## src/rtl/instr_fetch_unit_pkg.sv

```systemverilog
// Shared fetch/controller definitions: default widths, halt word and FSM encoding.
package instr_fetch_unit_pkg;

  localparam int unsigned IFU_ADDR_W    = 16;
  localparam int unsigned IFU_DATA_W    = 16;
  localparam logic [15:0] IFU_HALT_WORD = 16'hFFFF;

  localparam logic [1:0] ST_IDLE  = 2'd0;
  localparam logic [1:0] ST_ISSUE = 2'd1;
  localparam logic [1:0] ST_WAIT  = 2'd2;

  function automatic logic is_busy_state(input logic [1:0] st);
    return (st == ST_ISSUE) || (st == ST_WAIT);
  endfunction

endpackage

```

## src/rtl/instr_fetch_unit_pc_counter.sv

```systemverilog
// Program counter register with parallel load and modulo-2^ADDR_W increment.
module pc_counter #(
  parameter int unsigned       ADDR_W   = 16,
  parameter logic [ADDR_W-1:0] RESET_PC = {ADDR_W{1'b0}}
) (
  input  logic              clk,
  input  logic              reset,
  input  logic              load_i,
  input  logic [ADDR_W-1:0] load_val_i,
  input  logic              inc_i,
  output logic [ADDR_W-1:0] pc_o
);

  logic [ADDR_W-1:0] pc_q;
  logic [ADDR_W-1:0] pc_d;

  // Load wins over increment; the adder wraps naturally at all-ones.
  always_comb begin
    pc_d = pc_q;
    if (load_i) begin
      pc_d = load_val_i;
    end else if (inc_i) begin
      pc_d = pc_q + ADDR_W'(1);
    end else begin
      pc_d = pc_q;
    end
  end

  // PC state register.
  always_ff @(posedge clk) begin
    if (reset) begin
      pc_q <= RESET_PC;
    end else begin
      pc_q <= pc_d;
    end
  end

  assign pc_o = pc_q;

endmodule

```

## src/rtl/instr_fetch_unit.sv

```systemverilog
// Instruction fetch unit: IDLE/ISSUE/WAIT fetch FSM with pending jump,
// sticky halt and WAIT timeout; the PC lives in pc_counter.
module instr_fetch_unit
  import instr_fetch_unit_pkg::*;
#(
  parameter int unsigned       ADDR_W    = IFU_ADDR_W,
  parameter int unsigned       DATA_W    = IFU_DATA_W,
  parameter logic [ADDR_W-1:0] RESET_PC  = {ADDR_W{1'b0}},
  parameter int unsigned       TIMEOUT   = 15,
  parameter logic [DATA_W-1:0] HALT_WORD = IFU_HALT_WORD
) (
  input  logic              clk,
  input  logic              reset,
  input  logic              fetch_req,
  input  logic              jump_en,
  input  logic [ADDR_W-1:0] jump_target,
  output logic [ADDR_W-1:0] imem_addr,
  output logic              imem_rd,
  input  logic [DATA_W-1:0] imem_rdata,
  input  logic              imem_rvalid,
  output logic [DATA_W-1:0] IR,
  output logic              ir_valid,
  output logic [ADDR_W-1:0] pc,
  output logic              busy,
  output logic              halted,
  output logic              fetch_err
);

  localparam int unsigned CNT_W = $clog2(TIMEOUT + 1);

  logic [1:0]        state_q, state_d;
  logic [CNT_W-1:0]  cnt_q, cnt_d;
  logic              pend_v_q, pend_v_d;
  logic [ADDR_W-1:0] pend_t_q, pend_t_d;
  logic [DATA_W-1:0] ir_q;
  logic              ir_valid_q, halted_q, fetch_err_q, imem_rd_q, busy_q;

  logic              pc_load_s;
  logic [ADDR_W-1:0] pc_load_val_s;
  logic              pc_inc_s;
  logic              accept_s;
  logic              abort_s;
  logic [ADDR_W-1:0] pc_s;

  // Next-state, pending-jump and PC control decode.
  always_comb begin
    state_d       = state_q;
    cnt_d         = cnt_q;
    pend_v_d      = pend_v_q;
    pend_t_d      = pend_t_q;
    pc_load_s     = 1'b0;
    pc_load_val_s = jump_target;
    pc_inc_s      = 1'b0;
    accept_s      = 1'b0;
    abort_s       = 1'b0;
    case (state_q)
      ST_IDLE: begin
        cnt_d     = {CNT_W{1'b0}};
        pc_load_s = jump_en;
        if (fetch_req && !halted_q) begin
          state_d = ST_ISSUE;
        end else begin
          state_d = ST_IDLE;
        end
      end
      ST_ISSUE: begin
        if (jump_en) begin
          pend_v_d = 1'b1;
          pend_t_d = jump_target;
        end else begin
          pend_v_d = pend_v_q;
        end
        cnt_d   = {CNT_W{1'b0}};
        state_d = ST_WAIT;
      end
      ST_WAIT: begin
        if (jump_en) begin
          pend_v_d = 1'b1;
          pend_t_d = jump_target;
        end else begin
          pend_v_d = pend_v_q;
        end
        if (imem_rvalid) begin
          accept_s = 1'b1;
          state_d  = ST_IDLE;
          cnt_d    = {CNT_W{1'b0}};
          pend_v_d = 1'b0;
          // A jump (pending or arriving now) overrides both increment and halt-hold.
          if (jump_en) begin
            pc_load_s     = 1'b1;
            pc_load_val_s = jump_target;
          end else if (pend_v_q) begin
            pc_load_s     = 1'b1;
            pc_load_val_s = pend_t_q;
          end else if (imem_rdata == HALT_WORD) begin
            pc_inc_s = 1'b0;
          end else begin
            pc_inc_s = 1'b1;
          end
        end else if (cnt_q == CNT_W'(TIMEOUT - 1)) begin
          abort_s  = 1'b1;
          state_d  = ST_IDLE;
          cnt_d    = {CNT_W{1'b0}};
          pend_v_d = 1'b0;
        end else begin
          cnt_d = cnt_q + CNT_W'(1);
        end
      end
      default: begin
        state_d  = ST_IDLE;
        cnt_d    = {CNT_W{1'b0}};
        pend_v_d = 1'b0;
      end
    endcase
  end

  // FSM, pending jump, IR and registered status outputs.
  always_ff @(posedge clk) begin
    if (reset) begin
      state_q     <= ST_IDLE;
      cnt_q       <= {CNT_W{1'b0}};
      pend_v_q    <= 1'b0;
      pend_t_q    <= {ADDR_W{1'b0}};
      ir_q        <= {DATA_W{1'b0}};
      ir_valid_q  <= 1'b0;
      halted_q    <= 1'b0;
      fetch_err_q <= 1'b0;
      imem_rd_q   <= 1'b0;
      busy_q      <= 1'b0;
    end else begin
      state_q     <= state_d;
      cnt_q       <= cnt_d;
      pend_v_q    <= pend_v_d;
      pend_t_q    <= pend_t_d;
      ir_q        <= accept_s ? imem_rdata : ir_q;
      ir_valid_q  <= accept_s;
      halted_q    <= halted_q | (accept_s && (imem_rdata == HALT_WORD));
      fetch_err_q <= abort_s;
      imem_rd_q   <= (state_d == ST_ISSUE);
      busy_q      <= is_busy_state(state_d);
    end
  end

  pc_counter #(
    .ADDR_W   (ADDR_W),
    .RESET_PC (RESET_PC)
  ) u_pc (
    .clk        (clk),
    .reset      (reset),
    .load_i     (pc_load_s),
    .load_val_i (pc_load_val_s),
    .inc_i      (pc_inc_s),
    .pc_o       (pc_s)
  );

  assign pc        = pc_s;
  assign imem_addr = pc_s;
  assign IR        = ir_q;
  assign ir_valid  = ir_valid_q;
  assign halted    = halted_q;
  assign fetch_err = fetch_err_q;
  assign imem_rd   = imem_rd_q;
  assign busy      = busy_q;

endmodule

```

## config.mk

```make
export PLATFORM = sky130hd
export DESIGN_NAME = instr_fetch_unit
export DESIGN_NICKNAME = d
export VERILOG_FILES = /design/src/rtl/instr_fetch_unit_pkg.sv /design/src/rtl/instr_fetch_unit_pc_counter.sv /design/src/rtl/instr_fetch_unit.sv
export SDC_FILE = /design/constraint.sdc
export NUM_CORES = 1
export LEC_CHECK = 0
export ABC_AREA = 1
export BUFFER_PORTS_ARGS = -buffer_cell sky130_fd_sc_hd__buf_4
export CELL_PAD_IN_SITES_DETAIL_PLACEMENT = 2
export CELL_PAD_IN_SITES_GLOBAL_PLACEMENT = 2
export CORE_MARGIN = 2
export CORE_UTILIZATION = 29
export CTS_BUF_LIST = sky130_fd_sc_hd__clkbuf_4 sky130_fd_sc_hd__clkbuf_8
export DETAILED_ROUTE_END_ITERATION = 12
export PLACE_DENSITY_LB_ADDON = 0.1
export SLEW_MARGIN = 20
export SYNTH_ARGS = -nofsm -noshare
export SYNTH_HDL_FRONTEND = slang
export SYNTH_SLANG_ARGS = --single-unit
```

## constraint.sdc

```tcl
create_clock -name clk -period 2.1 [get_ports clk]
set_clock_uncertainty 0.1 [all_clocks]
set_input_delay 0.42 -clock clk [delete_from_list [all_inputs] [get_ports clk]]
set_output_delay 0.42 -clock clk [all_outputs]
set_load 0.01 [all_outputs]
```

-- Word level (Yosys, flattened, before mapping)
Cells that the tools add are included.
- add/sub/neg operators: 2
- bitwise logic cells: 2
- mux-type cells: 26
- eq/ne operators: 6
- reduce and logical (&&, ||, !) cells: 10
- operators by type and width (operator ; number):
    two-way mux 16 bit ; 6
    adder 16 x 1 -> 16 bit, second input constant ; 1
    equality test 16 bit, second input constant ; 1
    two-way mux 1 bit ; 15
    one-hot mux 2 bit (3 select lines) ; 1
    adder 4 x 1 -> 4 bit, second input constant ; 1
    equality test 2 x 1 -> 1 bit, second input constant ; 2
    equality test 2 bit, second input constant ; 2
    equality test 4 bit, second input constant ; 1
    two-way mux 2 bit ; 2
    OR reduction 4 bit ; 1
    one-hot mux 1 bit (3 select lines) ; 1
    OR reduction 3 bit ; 1
    logical AND 1 bit ; 2
    zero test 2 bit ; 1
    one-hot mux 1 bit (2 select lines) ; 1
    AND reduction 2 bit ; 1
    nonzero test 2 bit ; 1
    OR reduction 2 bit ; 1
    zero test 1 bit ; 1
    logical OR 1 bit ; 1
    inverter 1 bit ; 1
    bitwise OR 1 bit ; 1
- output and inout bits: 53
- bits in registers: 60
- word-level logic and storage cells: 57
- input bits: 37

-- Logic depth before layout (Yosys ltp)
Gate-level depths: netlist of run 1.
- depth in word-level cells: 8
- gate-level depth with buffers: 12
- depth with buffers taken out: 11

-- Modules after synthesis
A second synthesis of run 1 with hierarchy kept.
- cell total of the unflattened synthesis: 424
- area, all modules: 3108.0 sq um
- by module, submodules not included (module ; instances ; sequential area each (sq um) ; cells each ; area each (sq um)):
    instr_fetch_unit ; 1 ; 880.8 ; 276 ; 2097.0
    pc_counter ; 1 ; 320.3 ; 148 ; 1011.0

-- Worst setup path after synthesis of run 1
OpenSTA, ideal clock, no wires.
- kind: register -> register
- start: register state_q[0]
- end: register u_pc.pc_q[14], in the netlist u_pc.pc_o[14]
- library setup time: 0.116 ns
- clock period less this slack: 1.678 ns
- data required time: 1.884 ns
- cell stages (with the launch flop): 13
- buffers on the path: 2
- arrival time: 1.462 ns
- setup slack: 0.422 ns
- cells stage by stage: dfxtp_1 inv_1 ha_1 nand2_2 buf_6 inv_8 nand2_4 buf_6 nand2_1 o211ai_1 nand2_1 nor2_1 nor2_1
- word-level cells in the longest chain between the ends: 3
- elaborated cells between the ends (all ways): 7
- classes of those cells: eq/ne (1); mux (4); reduce/logical (2)
- RTL lines (element ; line ; text):
    start: declaration ; instr_fetch_unit.sv:31 ; logic [1:0] state_q, state_d;
    start signal: assignment ; instr_fetch_unit.sv:131 ; state_q <= state_d;
    equality test 2 bit or zero test 2 bit (tied branches) ; instr_fetch_unit.sv:56 ; case (state_q)
    one-hot mux 1 bit (2 select lines), or another cell as far along ; instr_fetch_unit.sv:56 ;
    two-way mux 16 bit or nonzero test 2 bit (tied branches) ; n/a ;
    end signal: assignment ; instr_fetch_unit_pc_counter.sv:34 ; pc_q <= pc_d;
    end: declaration ; instr_fetch_unit_pc_counter.sv:14 ; logic [ADDR_W-1:0] pc_q;
Parallel ways exist; a longest one is shown, timed or not.
A chain may end at the register's enable or synchronous reset.

-- Final worst setup path of run 1
- start: register state_q[1]
- end: register u_pc.pc_q[0], in the netlist u_pc.pc_o[0]
The elaborated chain is that of the path after synthesis.

==> summary.md, run 1 <==
| Metric | Value |
|---|---|
| Status | `finished, final reports clean` |
| Post-Syn Nets | `506` |
| Final period util | `92.6%` |
| Initial Util | `29.5%` |
| Maximum clock frequency | `514 MHz` |
| CTS Buffer Depth | `2` |
| Vias per cell | `4.76` |
| Post-synth top area cell | `dfxtp_1` |
| Worst-path cell chain | `ha_2 > nand2_4 > buf_4 > inv_8 > buf_4 > nand3_1 > nand3_1 > o21ai_0 > nand2_1 > a21oi_2` |
| Gr ovfl total | `0` |
| Worst hold slack | `0.185 ns` |
| Max Slew Vio Count | `0` |
| # clock sinks | `60` |
| Later-pin clock latency in the skew report | `0.35 ns` |
| Netlist Area Pre-Place | `0.00319 mm^2` |
| Clk pwr share | `36.4%` |
| Final setup fails | `0` |
| Number of clock buffers inserted by TritonCTS | `9` |
| Post-synth top area share | `37.7%` |
| Library cells used by synthesis | `31` |
| Crit path max fanout | `18` |
| Crit path time final | `1.94 ns` |
| Number of global-route vias before repair | `3386` |
| Detailed Place HPWL | `7670 um` |
| WL/cell | `15.3 um` |
| Placed Instances | `667` |
| Vias post-DR | `3259` |
| Initial antenna violation count | `0` |
| DR pass1 iterations | `4` |
| Residual DRC count | `0` |
| Nets | `585` |
| Worst EP required | `2.25 ns` |
| WS Path Type | `reg -> reg` |
| Total negative slack | `0 ns` |
| Syn_area_per_cell | `6.91 um^2` |
| Clock transition at path regs | `0.07 ns` |
| Logic pwr share | `19.6%` |
| Crit end category | `flop` |
| Cts hold-fix bufs | `0` |
| Worst-Margin Slew | `0.540 ns` |
| Critical path launch point type | `flop` |
| Die area | `0.0118 mm^2` |
| Top cells by area, synth | `dfxtp_1 (38%), nor2_1 (12%), o21ai_0 (9.3%), nand2_1 (7.3%), inv_1 (5.4%)` |
| Post-synthesis sequential area ratio | `37.7%` |
| I/O pins | `90` |
| Chip Height | `109 um` |
| Int Pwr | `0.00203 W` |
| Final wirelength | `10500 um` |
| Slew HR | `63.9%` |
| Critical Path AT | `2.10 ns` |
| Max Cap Viol | `0` |
| Mapped Cells | `461` |
| Cell Pwr Density | `711 mW/mm^2` |
| Seq cells post-synth | `60` |
| Worst VDD drop | `0.336 mV` |
| Routability cong. | `0.739` |
| Static Leak | `1.90 nW` |
| Die Width | `109 um` |
| Reg2Reg Setup Slack | `0.16 ns` |
| Row count | `38` |
| Syn. warnings | `0` |
| # port buffers | `89` |
| H-tree depth | `3` |
| Sw Ratio | `30.9%` |
| Clock Root Buffer | `clkbuf_8` |
| Net Sw Power | `0.000907 W` |
| Drt initial violations | `127` |
| Hold Crit Class | `in -> reg` |
| PnR Total Power | `0.00294 W` |
| Synth-to-Final Area Change | `29.5%` |
| Routed Antenna Nets | `0` |
| Largest net degree at the start of global routing | `24` |
| Antenna diodes | `0` |
| CTS tree | `yes` |
| Max incr delay on CP | `0.42 ns` |
| Share of layout cells above drive strength 1 | `26.2%` |
| RSZ-0062 raised after global routing | `false` |
| Core Area | `0.0108 mm^2` |
| Fin. Hold Viols | `0` |
| Crit path max-delay cell type | `dfxtp_1` |
| GR Util All Layers | `18.6%` |
| Sequential share of power | `43.9%` |
| Post-route insts no fill | `685` |
| Global-route wire length before repair | `17100 um` |
[cell usage after synthesis]
cell / count
nor2_1: 103
nand4_1: 1
buf_1: 1
dfxtp_1: 60
a21oi_2: 1
nor3_1: 2
o211ai_2: 2
nand2_4: 2
o21ai_4: 1
inv_8: 1
or2_2: 1
ha_1: 8
inv_4: 1
buf_2: 1
o21bai_1: 3
inv_1: 46
xor2_1: 1
o21ai_0: 59
clkbuf_1: 9
nand2_2: 4
nand3_1: 33
o211ai_1: 9
nor2_2: 2
nor2_4: 1
o21ai_2: 3
o21ai_1: 1
nand2_1: 62
a21oi_1: 19
buf_4: 17
xnor2_1: 1
buf_6: 6
[sequential cells by signal, indices dropped and copies added, names as in the netlist]
name / flops
IR: 16
pend_t_q: 16
u_pc.pc_o: 16
cnt_q: 4
state_q: 2
busy: 1
fetch_err: 1
halted: 1
imem_rd: 1
ir_valid: 1
pend_v_q: 1
[layout make-up]
| type | instances | area, um^2 |
|---|---|---|
| multi-input combinational | 320 | 1590 |
| clock inverter | 6 | 63.8 |
| tap | 140 | 175 |
| inverter | 48 | 194 |
| timing repair buffer | 101 | 771 |
| fill | 1317 | 6670 |
| clock buffer | 10 | 131 |
| sequential | 60 | 1200 |
[per-layer routing]
layer  part of all wire [%]  track usage [%]
met5                      0                0
met4                    1.1             4.58
met3                    3.8             4.18
met2                     49             31.7
met1                     46             23.9
[power by group through the flow]
| stage | clock (W) | combinational, W | sequential, W |
|---|---|---|---|
| 2_1_floorplan | 0 | 0.000333 | 0.00131 |
| 3_3_place_gp | 0 | 0.000554 | 0.00131 |
| 3_5_place_dp | 0 | 0.000574 | 0.00132 |
| 4_1_cts | 0.00111 | 0.000586 | 0.00129 |
| 5_1_grt | 0.00117 | 0.000650 | 0.00130 |
| 6_report | 0.00107 | 0.000577 | 0.00129 |
[worst paths after layout]
kind	start	to	cells after the start
max	state_q[1]	u_pc.pc_o[0]	10
min	reset	u_pc.pc_o[0]	2
max reg2reg	state_q[1]	u_pc.pc_o[0]	10
min reg2reg	pend_t_q[3]	pend_t_q[3]	2
[cells in the final DEF, fill, tap and decap left out, drive strengths merged]
cell and instances:
or2 1, xnor2 1, clkinvlp 3, xor2 1
clkbuf 10, nor3 2, o21bai 3, o21ai 64
a21oi 20, buf 101, inv 48, nand3 33
clkinv 2, nor2 106, nand2 69, nand4 1
o211ai 11, bufinv 1, dfxtp 60, ha 8
[worst max-delay path: cells and delay by family, from the launching register on]
| family | cells | cell delay (ns) |
|---|---|---|
| compound gates | 2 | 0.15 |
| fa+ha+maj | 1 | 0.26 |
| flops | 1 | 0.42 |
| simple gates | 4 | 0.44 |
| buf+inv | 3 | 0.47 |
[cell families after synthesis]
logic type | Yosys count | share of synthesized area (%)
buf+inv | 82 | 13.4
fa+ha+maj | 8 | 3.14
compound gates | 98 | 17.6
simple gates | 211 | 27.6
flops | 60 | 37.7
xor+xnor | 2 | 0.550
[metrics by stage]
step	worst slack (ns)	util, %	area [um^2]
3_5_place_dp	-0.126	36.0	3890
2_1_floorplan	0.422	-	3190
5_1_grt	0.0126	38.2	4130
6_report	0.155	38.2	4130
4_1_cts	0.0122	38.1	4120
3_3_place_gp	0.0265	36.0	3890
[repair_timing]
action                     CTS  global route
setup endpoints to repair   13            13
pin swaps                    2             0
gates resized for setup      4             5
setup buffers                1             0
gates cloned                 1             0
(Power assumes the default switching activity.)
==> run 2, diff against run 1 <==
BUFFER_PORTS_ARGS = not set   (was -buffer_cell sky130_fd_sc_hd__buf_4)
CORE_UTILIZATION = 35   (was 29)
CTS_CLUSTER_SIZE = 28   (was not set)
DONT_BUFFER_PORTS = 1   (was not set)
GPL_TIMING_DRIVEN = 0   (was not set)
==> summary.md, run 2 (same netlist as run 1, synthesis figures left out) <==
| Metric | Value |
|---|---|
| Initial Util | `36.4%` |
| WL/cell | `17.9 um` |
| Crit path max-delay cell type | `dfxtp_2` |
| DR pass1 iterations | `4` |
| Largest net degree at the start of global routing | `11` |
| Most common cell after layout, fill and taps aside | `nor2_1` |
| Crit path time final | `1.97 ns` |
| Initial antenna violation count | `0` |
| Drt initial violations | `81` |
| Critical path launch point type | `flop` |
| I/O pins | `90` |
| Final instance area | `0.00360 mm^2` |
| Share of layout cells above drive strength 1 | `14.0%` |
| Placed instance area | `0.00332 mm^2` |
| Core Area | `0.00876 mm^2` |
| WS Path Type | `reg -> reg` |
| Post-route insts no fill | `586` |
| H-tree depth | `3` |
| Nets | `518` |
| Static Leak | `1.56 nW` |
| Critical Path AT | `2.10 ns` |
| Detailed Place HPWL | `7900 um` |
| CTS tree | `yes` |
| Die area | `0.00988 mm^2` |
| # clock sinks | `60` |
| Vias per cell | `5.25` |
| Crit path max fanout | `10` |
| Crit end category | `flop` |
| RSZ-0062 raised after global routing | `false` |
| CTS Buffer Depth | `2` |
| Max Cap Viol | `0` |
| Die Width | `99.4 um` |
| Number of global-route vias before repair | `3359` |
| Worst Path Buf+Inv | `4` |
| Top Family by Delay on Critical Path | `buffers and inverters` |
| Final setup fails | `0` |
| Hold Crit Class | `in -> reg` |
| Clock transition at path regs | `0.07 ns` |
| Final wirelength | `10500 um` |
| Worst VDD drop | `0.311 mV` |
| Synth-to-Final Area Change | `12.9%` |
| Vias post-DR | `3077` |
| Routed Antenna Nets | `0` |
| Antenna diodes | `0` |
| Worst EP required | `2.23 ns` |
| Worst-Margin Slew | `0.522 ns` |
| Chip Height | `99.4 um` |
| Post-route setup slack | `0.132 ns` |
| Crit-path most repeated cell | `nor2_1` |
| Later-pin clock latency in the skew report | `0.35 ns` |
| Number of clock buffers inserted by TritonCTS | `9` |
| Residual DRC count | `0` |
| Placed Instances | `569` |
| Maximum clock frequency | `508 MHz` |
| Pre-CTS worst setup slack | `-0.0256 ns` |
| Max Slew Vio Count | `0` |
| Routability cong. | `0.752` |
| Gr ovfl total | `0` |
| Row count | `34` |
| PnR Total Power | `0.00302 W` |
| Status | `finished, final reports clean` |
| Global-route wire length before repair | `17200 um` |
| GR Util All Layers | `22.4%` |
| Final period util | `93.7%` |
| Clock Root Buffer | `clkbuf_8` |
| Slew HR | `65.2%` |
| Worst-path cell chain | `inv_4 > ha_4 > nand2_2 > buf_6 > inv_8 > nand2_4 > buf_8 > o211ai_1 > nand2_1 > nor2_1 > nor2_1` |
| Most frequent cells in the layout | `nor2_1 (101), nand2_1 (62), o21ai_0 (59), dfxtp_1 (57), inv_1 (45)` |
| # port buffers | `0` |
| Fin. Hold Viols | `0` |
| Max incr delay on CP | `0.34 ns` |
| Cell Pwr Density | `839 mW/mm^2` |
-- run 2: cell count changes in the layout (fill, tap and decap cells not counted), sizes merged --
| cell | change |
|---|---|
| clkinvlp | -2 |
| clkinv | -2 |
| bufinv | +1 |
| clkbuf | +12 |
| buf | -75 |
| nand2 | -1 |
-- run 2: routing by layer --
| metal | global-route usage, % | up-vias | share of wire, % |
|---|---|---|---|
| met2 | 38.2 | 65 | 49 |
| met5 | 0 | - | 0 |
| met4 | 6.32 | 0 | 1.1 |
| met1 | 28.2 | 1514 | 44 |
| met3 | 5.20 | 12 | 5.2 |
| li1 | - | 1486 | - |
-- run 2: path summary, 6_finish.rpt --
kind	startpoint	end	slack [ns]	cells past startpoint
hold / removal	jump_target[8]	pend_t_q[8]	0.12	2
hold reg to reg	pend_t_q[3]	pend_t_q[3]	0.35	2
setup reg to reg	state_q[0]	u_pc.pc_o[1]	0.13	11
setup / recovery	state_q[0]	u_pc.pc_o[1]	0.13	11
-- run 2: worst register-to-register path, delay by kind of cell (launching register included) --
kind,cells,cell delay [ns]
buffers and inverters,4,0.51
adder cells (fa/ha/maj),1,0.15
AO/OA/AOI/OAI,1,0.30
AND/OR/NAND/NOR,5,0.45
flip-flops,1,0.34
-- run 2: report_power, final --
group	internal (W)	switching (W)
logic	0.000166	0.000272
registers	0.00121	0.000109
clock network	0.000779	0.000478
-- run 2: per-stage QoR --
stage	util, %	setup TNS (ns)	hold slack, ns
2_1_floorplan	-	0	0.321
6_report	41.0	0	0.122
3_3_place_gp	37.9	0	0.333
5_1_grt	41.0	0	0.129
4_1_cts	40.7	0	0.109
3_5_place_dp	37.9	-0.0256	0.343
-- run 2: area by class of cell --
type | instances | area, um^2
Buffer | 34 | 241
Clock buffer | 13 | 173
Clock inverter | 3 | 67.6
Fill cell | 1072 | 5170
Inverter | 48 | 193
Multi-Input combinational cell | 319 | 1580
Sequential cell | 60 | 1200
Tap cell | 108 | 135
Timing Repair Buffer | 1 | 7.51
-- run 2: timing repair --
item,CTS,global route
pin swaps,1,2
setup buffers,0,1
hold buffers,0,0
setup endpoints to repair,1,10
endpoints found under the hold margin,0,0
resized for setup,2,8
==> run 3, diff against run 2 <==
ABC_AREA = not set   (was 1)
CORE_UTILIZATION = 37   (was 35)
==> summary.md, run 3 <==
| Metric | Value |
|---|---|
| Status | `finished, final reports clean` |
| Gr ovfl total | `0` |
| Number of clock buffers inserted by TritonCTS | `9` |
| Library cells used by synthesis | `46` |
| Cell Pwr Density | `754 mW/mm^2` |
| Max Slew Vio Count | `0` |
| Worst VDD drop | `0.320 mV` |
| Residual DRC count | `0` |
| CTS Buffer Depth | `2` |
| # port buffers | `0` |
| Reg-to-Reg Start | `state_q[0]` |
| Slew HR | `56.7%` |
| Fin. Hold Viols | `0` |
| Crit path max fanout | `10` |
| Most used flip-flop cell after synthesis | `dfxtp_1` |
| H-tree depth | `3` |
| Die Width | `91.8 um` |
| Critical Path AT | `2.15 ns` |
| Core Area | `0.00761 mm^2` |
| GR Util All Layers | `22.4%` |
| Share of layout cells above drive strength 1 | `19.1%` |
| Post-synth EDFFs | `0` |
| CTS tree | `yes` |
| Ys async rst share | `0%` |
| Post-synth top area share | `42.1%` |
| Hold Crit Class | `in -> reg` |
| Static Leak | `1.19 nW` |
| Post-Syn Nets | `397` |
| Drt initial violations | `47` |
| WS Path Type | `reg -> reg` |
| GR peak layer | `met2` |
| Routed Antenna Nets | `0` |
| Antenna diodes | `0` |
| GR Util met1 | `29.4%` |
| Initial Util | `37.5%` |
| Clock transition at path regs | `0.07 ns` |
| Row count | `32` |
| Number of global-route vias before repair | `2685` |
| Max incr delay on CP | `0.35 ns` |
| Detailed Place HPWL | `6780 um` |
| Worst hold slack | `0.0538 ns` |
| Final wirelength | `9730 um` |
| Worst Setup SP | `state_q[0]` |
| Synth-to-Final Area Change | `17.0%` |
| Seq cells post-synth | `60` |
| Worst Path Buf+Inv | `2` |
| Syn. warnings | `0` |
| Final core utilization | `43.9%` |
| Worst-Margin Slew | `0.650 ns` |
| Post-synth top area cell | `dfxtp_1` |
| Most numerous cell in the Yosys netlist | `nand2_1` |
| Initial antenna violation count | `0` |
| Global-route wire length before repair | `14400 um` |
| Final instance area | `0.00334 mm^2` |
| PnR Total Power | `0.00252 W` |
| Die area | `0.00843 mm^2` |
| Crit path time final | `2.01 ns` |
| Cts hold-fix bufs | `0` |
| Nets | `413` |
| Worst EP required | `2.24 ns` |
| Largest net degree at the start of global routing | `11` |
| Synth top cells by count | `nand2_1 (96), dfxtp_1 (60), a21oi_1 (43)` |
| Max Cap Viol | `0` |
| Post-synthesis sequential area ratio | `42.1%` |
| Placed instance area | `0.00298 mm^2` |
| Mapped Cells | `352` |
| # clock sinks | `60` |
| Final period util | `95.7%` |
| Worst-path cell chain | `inv_2 > ha_4 > and2_2 > buf_6 > nand2_2 > nor4_2 > xnor2_1 > a221oi_2` |
| GRT met2 Usage | `36.2%` |
| Final setup fails | `0` |
| Later-pin clock latency in the skew report | `0.34 ns` |
| Routability cong. | `0.751` |
| Vias per cell | `5.46` |
| Post-route insts no fill | `473` |
| Vias post-DR | `2581` |
| Top Family by Delay on Critical Path | `simple AND/OR/NAND/NOR gates` |
| Crit end category | `flop` |
| Crit path max-delay cell type | `dfxtp_2` |
| Placed Instances | `454` |
| Most common cell after layout, fill and taps aside | `nand2_1` |
| Syn_area_per_cell | `8.10 um^2` |
| I/O pins | `90` |
| WL/cell | `20.6 um` |
| Clock Root Buffer | `clkbuf_8` |
| Netlist Area Pre-Place | `0.00285 mm^2` |
| Most frequent cells in the layout | `nand2_1 (96), dfxtp_1 (56), a21oi_1 (43), buf_4 (23), xnor2_1 (13)` |
| Grt met3 use | `4.77%` |
| Maximum clock frequency | `497 MHz` |
| Top cells by area, synth | `dfxtp_1 (42%), nand2_1 (13%), a21oi_1 (7.5%), buf_4 (4.2%), xnor2_1 (4.0%)` |
| Critical path launch point type | `flop` |
| Hold_sp | `imem_rvalid` |
| Chip Height | `91.8 um` |
| DR pass1 iterations | `4` |
## run 3: cell count changes after synthesis, sizes merged, moves of 5 or more
cell    before  now
nand2       68   97
o211ai      11    0
a21oi       20   43
nor2       106   14
xnor2        1   13
a211oi       0    6
inv         48    4
and3         0    5
a221oi       0    5
nor3         2    9
o21ai       64    3
nand3       33    6
nor4         0    8
## run 3: what timing repair did
action                                  CTS  global route
pin swaps                                 0             3
resized for setup                        17            18
endpoints found under the setup margin   24            27
endpoints found under the hold margin     0             0
setup buffers                             1             5
## run 3: logic make-up (layout without fill, tap and decap cells)
family	after synthesis	count (layout)	synth area share, %
xor gates and xnor gates	14	14	4.30
adders and majority gates	8	8	3.51
DFF	60	60	42.1
AOI/OAI and AO/OA	68	68	14.5
buffers and inverters	40	59	7.81
muxes	2	2	0.702
and+or+nand+nor	160	160	27.1
## run 3: metrics by stage
stage / TNS [ns] / setup slack, ns
floorplan: 0 / 0.213
detailed placement: -3.02 / -0.334
CTS: -0.00813 / -0.00492
global placement: -2.11 / -0.273
finish: 0 / 0.0899
global route: -0.0738 / -0.0223
## run 3: worst register-to-register path: cells and delay by family, from the launching register on
kind                       cells  cell delay [ns]
AOI/OAI and AO/OA              1             0.30
and+or+nand+nor                3             0.57
xor gates and xnor gates       1             0.15
adders and majority gates      1             0.18
DFF                            1             0.35
buffers and inverters          2             0.26
## run 3: final cells by class
cell class | count | area, um^2
Multi-Input combinational cell | 252 | 1550
Clock buffer | 12 | 165
Buffer | 35 | 220
Clock inverter | 2 | 10.0
Inverter | 4 | 15.0
Timing Repair Buffer | 6 | 45.0
Sequential cell | 60 | 1210
Tap cell | 102 | 128
Fill cell | 889 | 4270
## run 3: final timing paths
kind	to	slack (ns)	cells after the start
worst min-delay path	fetch_err	0.05	1
worst min register to register	pend_t_q[13]	0.36	2
worst max-delay path	u_pc.pc_o[5]	0.09	8
worst max register to register	u_pc.pc_o[5]	0.09	8
## run 3: metal layers
| layer | up-vias | wire length [um] |
|---|---|---|
| met5 | - | 0 |
| met3 | 14 | 533 |
| met1 | 1270 | 4400 |
| met4 | 0 | 175 |
| li1 | 1224 | - |
| met2 | 73 | 4620 |
## run 3: power by group
part	switching [W]	leakage [nW]	internal [W]	total (W)
registers	0.0000770	0.490	0.00119	0.00127
clock network	0.000449	0.0941	0.000508	0.000956
logic	0.000171	0.601	0.000120	0.000291
total	0.000697	1.19	0.00182	0.00252
